### src/rtl/global_defs.sv
// Global MPU defaults shared by the datapath blocks.
package global_defs;

  localparam int FP               = 32;
  localparam int M                = 4;
  localparam int N                = 4;
  localparam int MATRIX_REGISTERS = 4;

endpackage

### src/rtl/mpu_pkg.sv
// MPU shared types: state encoding of the matrix register file store FSM.
package mpu_pkg;

  typedef enum logic {
    RF_IDLE   = 1'b0,
    RF_STREAM = 1'b1
  } regfile_st_state_t;

endpackage

### src/rtl/mpu_regfile_rowmajor_ctr.sv
// Row-major (i, j) walker for a matrix of m_size x n_size elements.
// load restarts at (0,0) with new sizes, advance steps to the next element,
// last flags the final element. next_i/next_j expose the following
// coordinate so the caller can fetch data on the same edge it advances.
module mpu_regfile_rowmajor_ctr #(
  parameter int IW  = 2,
  parameter int JW  = 2,
  parameter int SMW = 3,
  parameter int SNW = 3
) (
  input  logic           clk,
  input  logic           rst,
  input  logic           load,
  input  logic           advance,
  input  logic [SMW-1:0] m_size_in,
  input  logic [SNW-1:0] n_size_in,
  output logic [IW-1:0]  i_out,
  output logic [JW-1:0]  j_out,
  output logic [SMW-1:0] m_size_out,
  output logic [SNW-1:0] n_size_out,
  output logic [IW-1:0]  next_i_out,
  output logic [JW-1:0]  next_j_out,
  output logic           last_out
);

  logic [IW-1:0]  i_q;
  logic [JW-1:0]  j_q;
  logic [SMW-1:0] m_q;
  logic [SNW-1:0] n_q;
  logic           last_row;
  logic           last_col;

  // Next coordinate and end-of-row / end-of-matrix detection.
  always_comb begin
    // NOTE: every always_comb output gets a default first so no path leaves it unassigned (no latch).
    last_row   = (SMW'(i_q) == m_q - SMW'(1));
    last_col   = (SNW'(j_q) == n_q - SNW'(1));
    next_i_out = i_q;
    next_j_out = j_q + JW'(1);
    if (last_col) begin
      next_j_out = '0;
      next_i_out = i_q + IW'(1);
    end
  end

  // Coordinate and size registers.
  always_ff @(posedge clk) begin
    // NOTE: state registers use non-blocking assignments so every flop samples pre-edge values.
    if (rst) begin
      i_q <= '0;
      j_q <= '0;
      m_q <= '0;
      n_q <= '0;
    end else if (load) begin
      i_q <= '0;
      j_q <= '0;
      m_q <= m_size_in;
      n_q <= n_size_in;
    end else if (advance) begin
      i_q <= next_i_out;
      j_q <= next_j_out;
    end
  end

  assign i_out      = i_q;
  assign j_out      = j_q;
  assign m_size_out = m_q;
  assign n_size_out = n_q;
  assign last_out   = last_row && last_col;

endmodule

### src/rtl/mpu_matrix_regfile.sv
// MPU matrix register file: REGS matrices of up to M x N elements, element
// writes over a load handshake, whole-register row-major streaming over a
// store handshake. Each register keeps its own row/column sizes.
// Optional feature: define MPU_REGFILE_BOUNDS_CHECK_EN to drop out-of-range
// loads and report them (and streams of unloaded registers) on err_out.
import mpu_pkg::*;

module mpu_matrix_regfile #(
  parameter  int FP   = global_defs::FP,
  parameter  int M    = global_defs::M,
  parameter  int N    = global_defs::N,
  parameter  int REGS = global_defs::MATRIX_REGISTERS,
  localparam int AW   = $clog2(REGS),
  localparam int IW   = $clog2(M),
  localparam int JW   = $clog2(N),
  localparam int SMW  = $clog2(M + 1),
  localparam int SNW  = $clog2(N + 1)
) (
  input  logic           clk,
  input  logic           rst,
  input  logic           ld_valid_in,
  output logic           ld_ready_out,
  input  logic [AW-1:0]  ld_addr_in,
  input  logic [IW-1:0]  ld_i_in,
  input  logic [JW-1:0]  ld_j_in,
  input  logic [SMW-1:0] ld_m_size_in,
  input  logic [SNW-1:0] ld_n_size_in,
  input  logic [FP-1:0]  ld_data_in,
  input  logic           st_req_in,
  input  logic [AW-1:0]  st_addr_in,
  output logic           st_busy_out,
  output logic           st_valid_out,
  input  logic           st_ready_in,
  output logic [FP-1:0]  st_data_out,
  output logic [IW-1:0]  st_i_out,
  output logic [JW-1:0]  st_j_out,
  output logic [SMW-1:0] st_m_size_out,
  output logic [SNW-1:0] st_n_size_out,
  output logic           st_last_out,
  output logic           err_out
);

  regfile_st_state_t state_q, state_d;

  logic [FP-1:0]   mem [REGS][M][N];
  logic [SMW-1:0]  m_size_q [REGS];
  logic [SNW-1:0]  n_size_q [REGS];
  logic [REGS-1:0] loaded_q;

  logic [AW-1:0]   st_addr_q;
  logic [FP-1:0]   st_data_q;

  logic            idle;
  logic            streaming;
  logic            ld_accept;
  logic            ld_ok;
  logic            ld_commit;
  logic            req_loaded;
  logic            start;
  logic            ctr_advance;
  logic            ctr_last;
  logic [SMW-1:0]  start_m;
  logic [SNW-1:0]  start_n;
  logic [IW-1:0]   next_i;
  logic [JW-1:0]   next_j;

  assign idle      = (state_q == RF_IDLE);
  assign streaming = (state_q == RF_STREAM);

  // A stream owns its register; a same-cycle stream request beats a load.
  assign ld_ready_out = !rst
                        && !(streaming && (ld_addr_in == st_addr_q))
                        && !(idle && st_req_in && (st_addr_in == ld_addr_in));
  assign ld_accept    = ld_valid_in && ld_ready_out;

`ifdef MPU_REGFILE_BOUNDS_CHECK_EN
  // Zero sizes fall out of the index comparisons (nothing is below zero).
  assign ld_ok = (SMW'(ld_i_in) < ld_m_size_in)
                 && (SNW'(ld_j_in) < ld_n_size_in)
                 && (ld_m_size_in <= SMW'(M))
                 && (ld_n_size_in <= SNW'(N));
`else
  assign ld_ok = 1'b1;
`endif

  assign ld_commit = ld_accept && ld_ok;

  assign req_loaded = loaded_q[st_addr_in];
  assign start      = idle && st_req_in && req_loaded
                      && (m_size_q[st_addr_in] != '0)
                      && (n_size_q[st_addr_in] != '0);

  // Sizes above the array bound (only reachable without bounds checking)
  // are clamped so the walker always terminates.
  assign start_m = (m_size_q[st_addr_in] > SMW'(M)) ? SMW'(M) : m_size_q[st_addr_in];
  assign start_n = (n_size_q[st_addr_in] > SNW'(N)) ? SNW'(N) : n_size_q[st_addr_in];

  assign ctr_advance = streaming && st_ready_in && !ctr_last;

  // Store FSM next-state: idle until a valid request, stream until last handshake.
  always_comb begin
    state_d = state_q;
    case (state_q)
      RF_IDLE:   if (start) state_d = RF_STREAM;
      RF_STREAM: if (st_ready_in && ctr_last) state_d = RF_IDLE;
      default:   state_d = RF_IDLE;
    endcase
  end

  // Store FSM state register.
  always_ff @(posedge clk) begin
    if (rst) state_q <= RF_IDLE;
    else     state_q <= state_d;
  end

  mpu_regfile_rowmajor_ctr #(
    .IW  (IW),
    .JW  (JW),
    .SMW (SMW),
    .SNW (SNW)
  ) u_ctr (
    .clk        (clk),
    .rst        (rst),
    .load       (start),
    .advance    (ctr_advance),
    .m_size_in  (start_m),
    .n_size_in  (start_n),
    .i_out      (st_i_out),
    .j_out      (st_j_out),
    .m_size_out (st_m_size_out),
    .n_size_out (st_n_size_out),
    .next_i_out (next_i),
    .next_j_out (next_j),
    .last_out   (ctr_last)
  );

  // Output element register and streamed-register address snapshot.
  always_ff @(posedge clk) begin
    if (rst) begin
      st_addr_q <= '0;
      st_data_q <= '0;
    end else if (start) begin
      st_addr_q <= st_addr_in;
      st_data_q <= mem[st_addr_in][0][0];
    end else if (ctr_advance) begin
      st_data_q <= mem[st_addr_q][next_i][next_j];
    end
  end

  // Element storage.
  always_ff @(posedge clk) begin
    // NOTE: the array is deliberately not reset; only the loaded bits and sizes are, which gate every read.
    if (ld_commit) mem[ld_addr_in][ld_i_in][ld_j_in] <= ld_data_in;
  end

  // Per-register size pair and loaded flag.
  always_ff @(posedge clk) begin
    if (rst) begin
      loaded_q <= '0;
      for (int r = 0; r < REGS; r++) begin
        m_size_q[r] <= '0;
        n_size_q[r] <= '0;
      end
    end else if (ld_commit) begin
      loaded_q[ld_addr_in] <= 1'b1;
      m_size_q[ld_addr_in] <= ld_m_size_in;
      n_size_q[ld_addr_in] <= ld_n_size_in;
    end
  end

`ifdef MPU_REGFILE_BOUNDS_CHECK_EN
  logic err_q;

  // Sticky error: rejected load or stream request on an unloaded register.
  always_ff @(posedge clk) begin
    if (rst) begin
      err_q <= 1'b0;
    end else if ((ld_accept && !ld_ok) || (idle && st_req_in && !req_loaded)) begin
      err_q <= 1'b1;
    end
  end

  assign err_out = err_q;
`else
  assign err_out = 1'b0;
`endif

  assign st_busy_out  = streaming;
  assign st_valid_out = streaming;
  assign st_data_out  = st_data_q;
  assign st_last_out  = streaming && ctr_last;

endmodule

### config.mk
export PLATFORM = sky130hd
export DESIGN_NAME = mpu_matrix_regfile
export DESIGN_NICKNAME = d
export VERILOG_FILES = /design/src/rtl/global_defs.sv /design/src/rtl/mpu_pkg.sv /design/src/rtl/mpu_regfile_rowmajor_ctr.sv /design/src/rtl/mpu_matrix_regfile.sv
export SDC_FILE = /design/constraint.sdc
export NUM_CORES = 2
export LEC_CHECK = 0
export CORE_MARGIN = 10
export CORE_UTILIZATION = 60
export CTS_CLUSTER_DIAMETER = 50
export CTS_CLUSTER_SIZE = 24
export DETAILED_ROUTE_END_ITERATION = 8
export PLACE_DENSITY_LB_ADDON = 0.2
export SLEW_MARGIN = 20
export SYNTH_ARGS = -nofsm -noshare
export SYNTH_HDL_FRONTEND = slang
export SYNTH_SLANG_ARGS = --single-unit
### constraint.sdc
create_clock -name clk -period 10.2 [get_ports clk]
set_input_delay 2.04 -clock clk [delete_from_list [all_inputs] [get_ports clk]]
set_output_delay 2.04 -clock clk [all_outputs]
set_load 0.1 [all_outputs]
==> metrics <==
run status completed; Max IR drop VDD 0.187 mV; Syn Nets 4072; share of the synthesized area in the top cell type 0.742; Die Area 155000 um2; gr usage total 0.277; post-synth cell types 58; CTS root buf clkbuf_16; power density over the cells 178 nW/um2; Final Hold Vio Count 0; Syn Area/Cell 20.9 um2; critical path class in2out; CTS clk-pin slew, worst paths 0.08 ns; unrepaired setup endpoints after global routing no; Top FF cell, synth edfxtp_1; Avg WL per Cell 35.0 um; period utilisation layout 0.653; Worst Tran Pin Value 1.23 ns; post-synthesis compound-gate area fraction 0.0399; detailed-route via count 42700; layout cells sized above 1 0.259; area grow syn2layout 11.3%; total power 16.6 mW; Setup WS pre-CTS 3.51 ns; Routed met1 length 82.0 mm; post-layout minimum cycle time 6.66 ns; Core ar. 139000 um2; initial drt markers 6241; final slew viol count 0; setup ws final 3.54 ns; CTS Hold Bufs 0; Synth area leaders edfxtp_1, mux4_2, mux2i_1; Post-DRT Antenna Nets 0; Crit Path Max Fanout 41; Rel. slew slack 0.170; endpoints failing setup 0; largest family of logic cells by synthesized area multiplexers; Bufs on Longest Clock Path 3; GPL Wtd Cong 0.896; post-CTS sizing 0; first-pass GRT wire length 309 mm; dominant cell type by area after synthesis edfxtp_1; sequential area share after synthesis 0.755; Crit. End Element output port; initial core utilization 0.602; drt total wl 215 mm; CTS Buf Count 159; Detailed Routing Iterations Pass 1 6; Total Nets Final 4186; Skew-Pair Late Insertion Delay 0.84 ns; hpwl dp 126 mm; Remaining DRCs 0; Layout Skew 0.0474 ns; I/O pins 98; min-delay worst type reg2reg; Met2 Routed Length 97.3 mm; DR top layer met5; largest net degree at the start of global routing 132; antenna violations before repair 8; port buffer count 96; Cell Area, Synth 83800 um2; Critical Path RT 8.16 ns; synth warn 0; number of setup buffers added after CTS 0; Post-Synth XOR/XNOR Area 0.00166; Leakage Power 28.2 nW; Vert. Die Dim 394 um; setup tns final 0 ns; synth cell count leaders edfxtp_1, mux4_2, nand2_1; CTS H-tree depth 4; vias in the first global route 41500; synthesized flop and latch total 2123; Simple-Gate Fraction of Synth Area 0.0221; total area of sequential cells 63300 um2; Rows 137; adder-cell area share of the yosys netlist 0.000299; CP Launch Type input port; die width 394 um; Max-Cap Viols 0; WL met3 26.7 mm; vias per cell 6.94; most common cell in the synthesized netlist edfxtp_1; Multi-input gate area 19900 um2; Mapped Cells 4019; post-synthesis mux area share 0.166; Congestion Overflow GR 0; FMAX 150 MHz; total clock sinks 2123; CP arrival 4.62 ns; # fillers 8827; EDFF count, synth 2072; CTS tree yes; ys async rst share 0
-- metrics by stage --
stage	std cells	cell area, um2	utilization	hold WS [ns]
final	6151	93300	0.670	0.449
after global routing	6148	93300	0.670	0.479
after CTS	6133	92900	0.668	0.446
after detailed placement	5834	87300	0.627	0.435
after global placement	5830	87200	0.626	0.431
after floorplan	4019	83800	-	0.422
-- power breakdown --
part / switching (mW) / leakage, nW / internal [mW]
Sequential: 0.0121 / 19.1 / 9.58
Clock: 3.33 / 2.70 / 3.29
Combinational: 0.307 / 6.46 / 0.0924
Total: 3.65 / 28.2 / 13.0
-- worst max-delay path, cell delays in order --
cell and delay [ns]:
buf_4 0.65, xnor2_1 0.19, a31o_2 0.30, a31oi_1 0.21, clkdlybuf4s50_1 1.18
-- flip-flops by register name, summed over array words and instances (netlist names), named ones only --
register,count
u_ctr.n_size_out,3
n_size_q,12
m_size_q,12
st_busy_out,1
u_ctr.m_size_out,3
mem,2048
u_ctr.i_out,2
st_data_out,32
u_ctr.j_out,2
st_addr_q,2
loaded_q,4
-- cell usage in the layout (no fill, tap or decap), types with 18 or more instances in the layout --
cell type	netlist	layout
o2111ai_1	50	50
nor2_4	0	64
a221oi_1	31	31
nor2_1	121	57
mux2i_1	120	120
o22ai_1	46	46
nand2_1	203	201
buf_4	22	104
o21ai_0	62	58
o31ai_1	18	18
a21o_1	30	30
a211oi_1	32	32
buf_2	72	29
clkbuf_16	0	162
nand3_1	27	26
mux4_2	550	550
a22o_1	30	30
a31oi_1	20	19
a21oi_1	70	69
edfxtp_1	2072	2072
inv_8	0	19
clkinv_8	0	20
dfxtp_1	51	47
mux2_2	30	30
clkdlybuf4s50_1	0	59
-- worst paths after layout --
path,slack (ns),from,to,cells past startpoint
worst max-delay path,3.54,st_addr_in[0],ld_ready_out,5
worst min-delay path,0.45,loaded_q[1],loaded_q[1],2
worst max register to register,5.22,u_ctr.n_size_out[0],st_data_out[18],9
worst min register to register,0.45,loaded_q[1],loaded_q[1],2
-- cell type report --
| cell class | count | area share |
|---|---|---|
| diodes | 4 | 0.000107 |
| clock buffers | 180 | 0.0446 |
| well taps | 1876 | 0.0252 |
| inverters | 18 | 0.000778 |
| clock inverters | 119 | 0.0157 |
| flip-flops and latches | 2123 | 0.678 |
| repair buffers | 215 | 0.0220 |
| multi-input cells | 1616 | 0.213 |
-- kinds of logic (layout without fill, tap and decap cells) --
| group | count (synthesis) | in the layout |
|---|---|---|
| flops | 2123 | 2123 |
| xor+xnor | 15 | 15 |
| fa+ha+maj | 2 | 2 |
| compound gates | 468 | 468 |
| mux | 701 | 701 |
| simple gates | 429 | 429 |
| other cells | 1 | 5 |
| buf+inv | 280 | 532 |
-- routing by layer --
metal | track usage | up-vias
li1 | - | 17200
met1 | 0.407 | 22400
met2 | 0.405 | 2767
met3 | 0.0706 | 395
met4 | 0.105 | 8
met5 | 0 | -
Power figures use the tool's default switching activity.
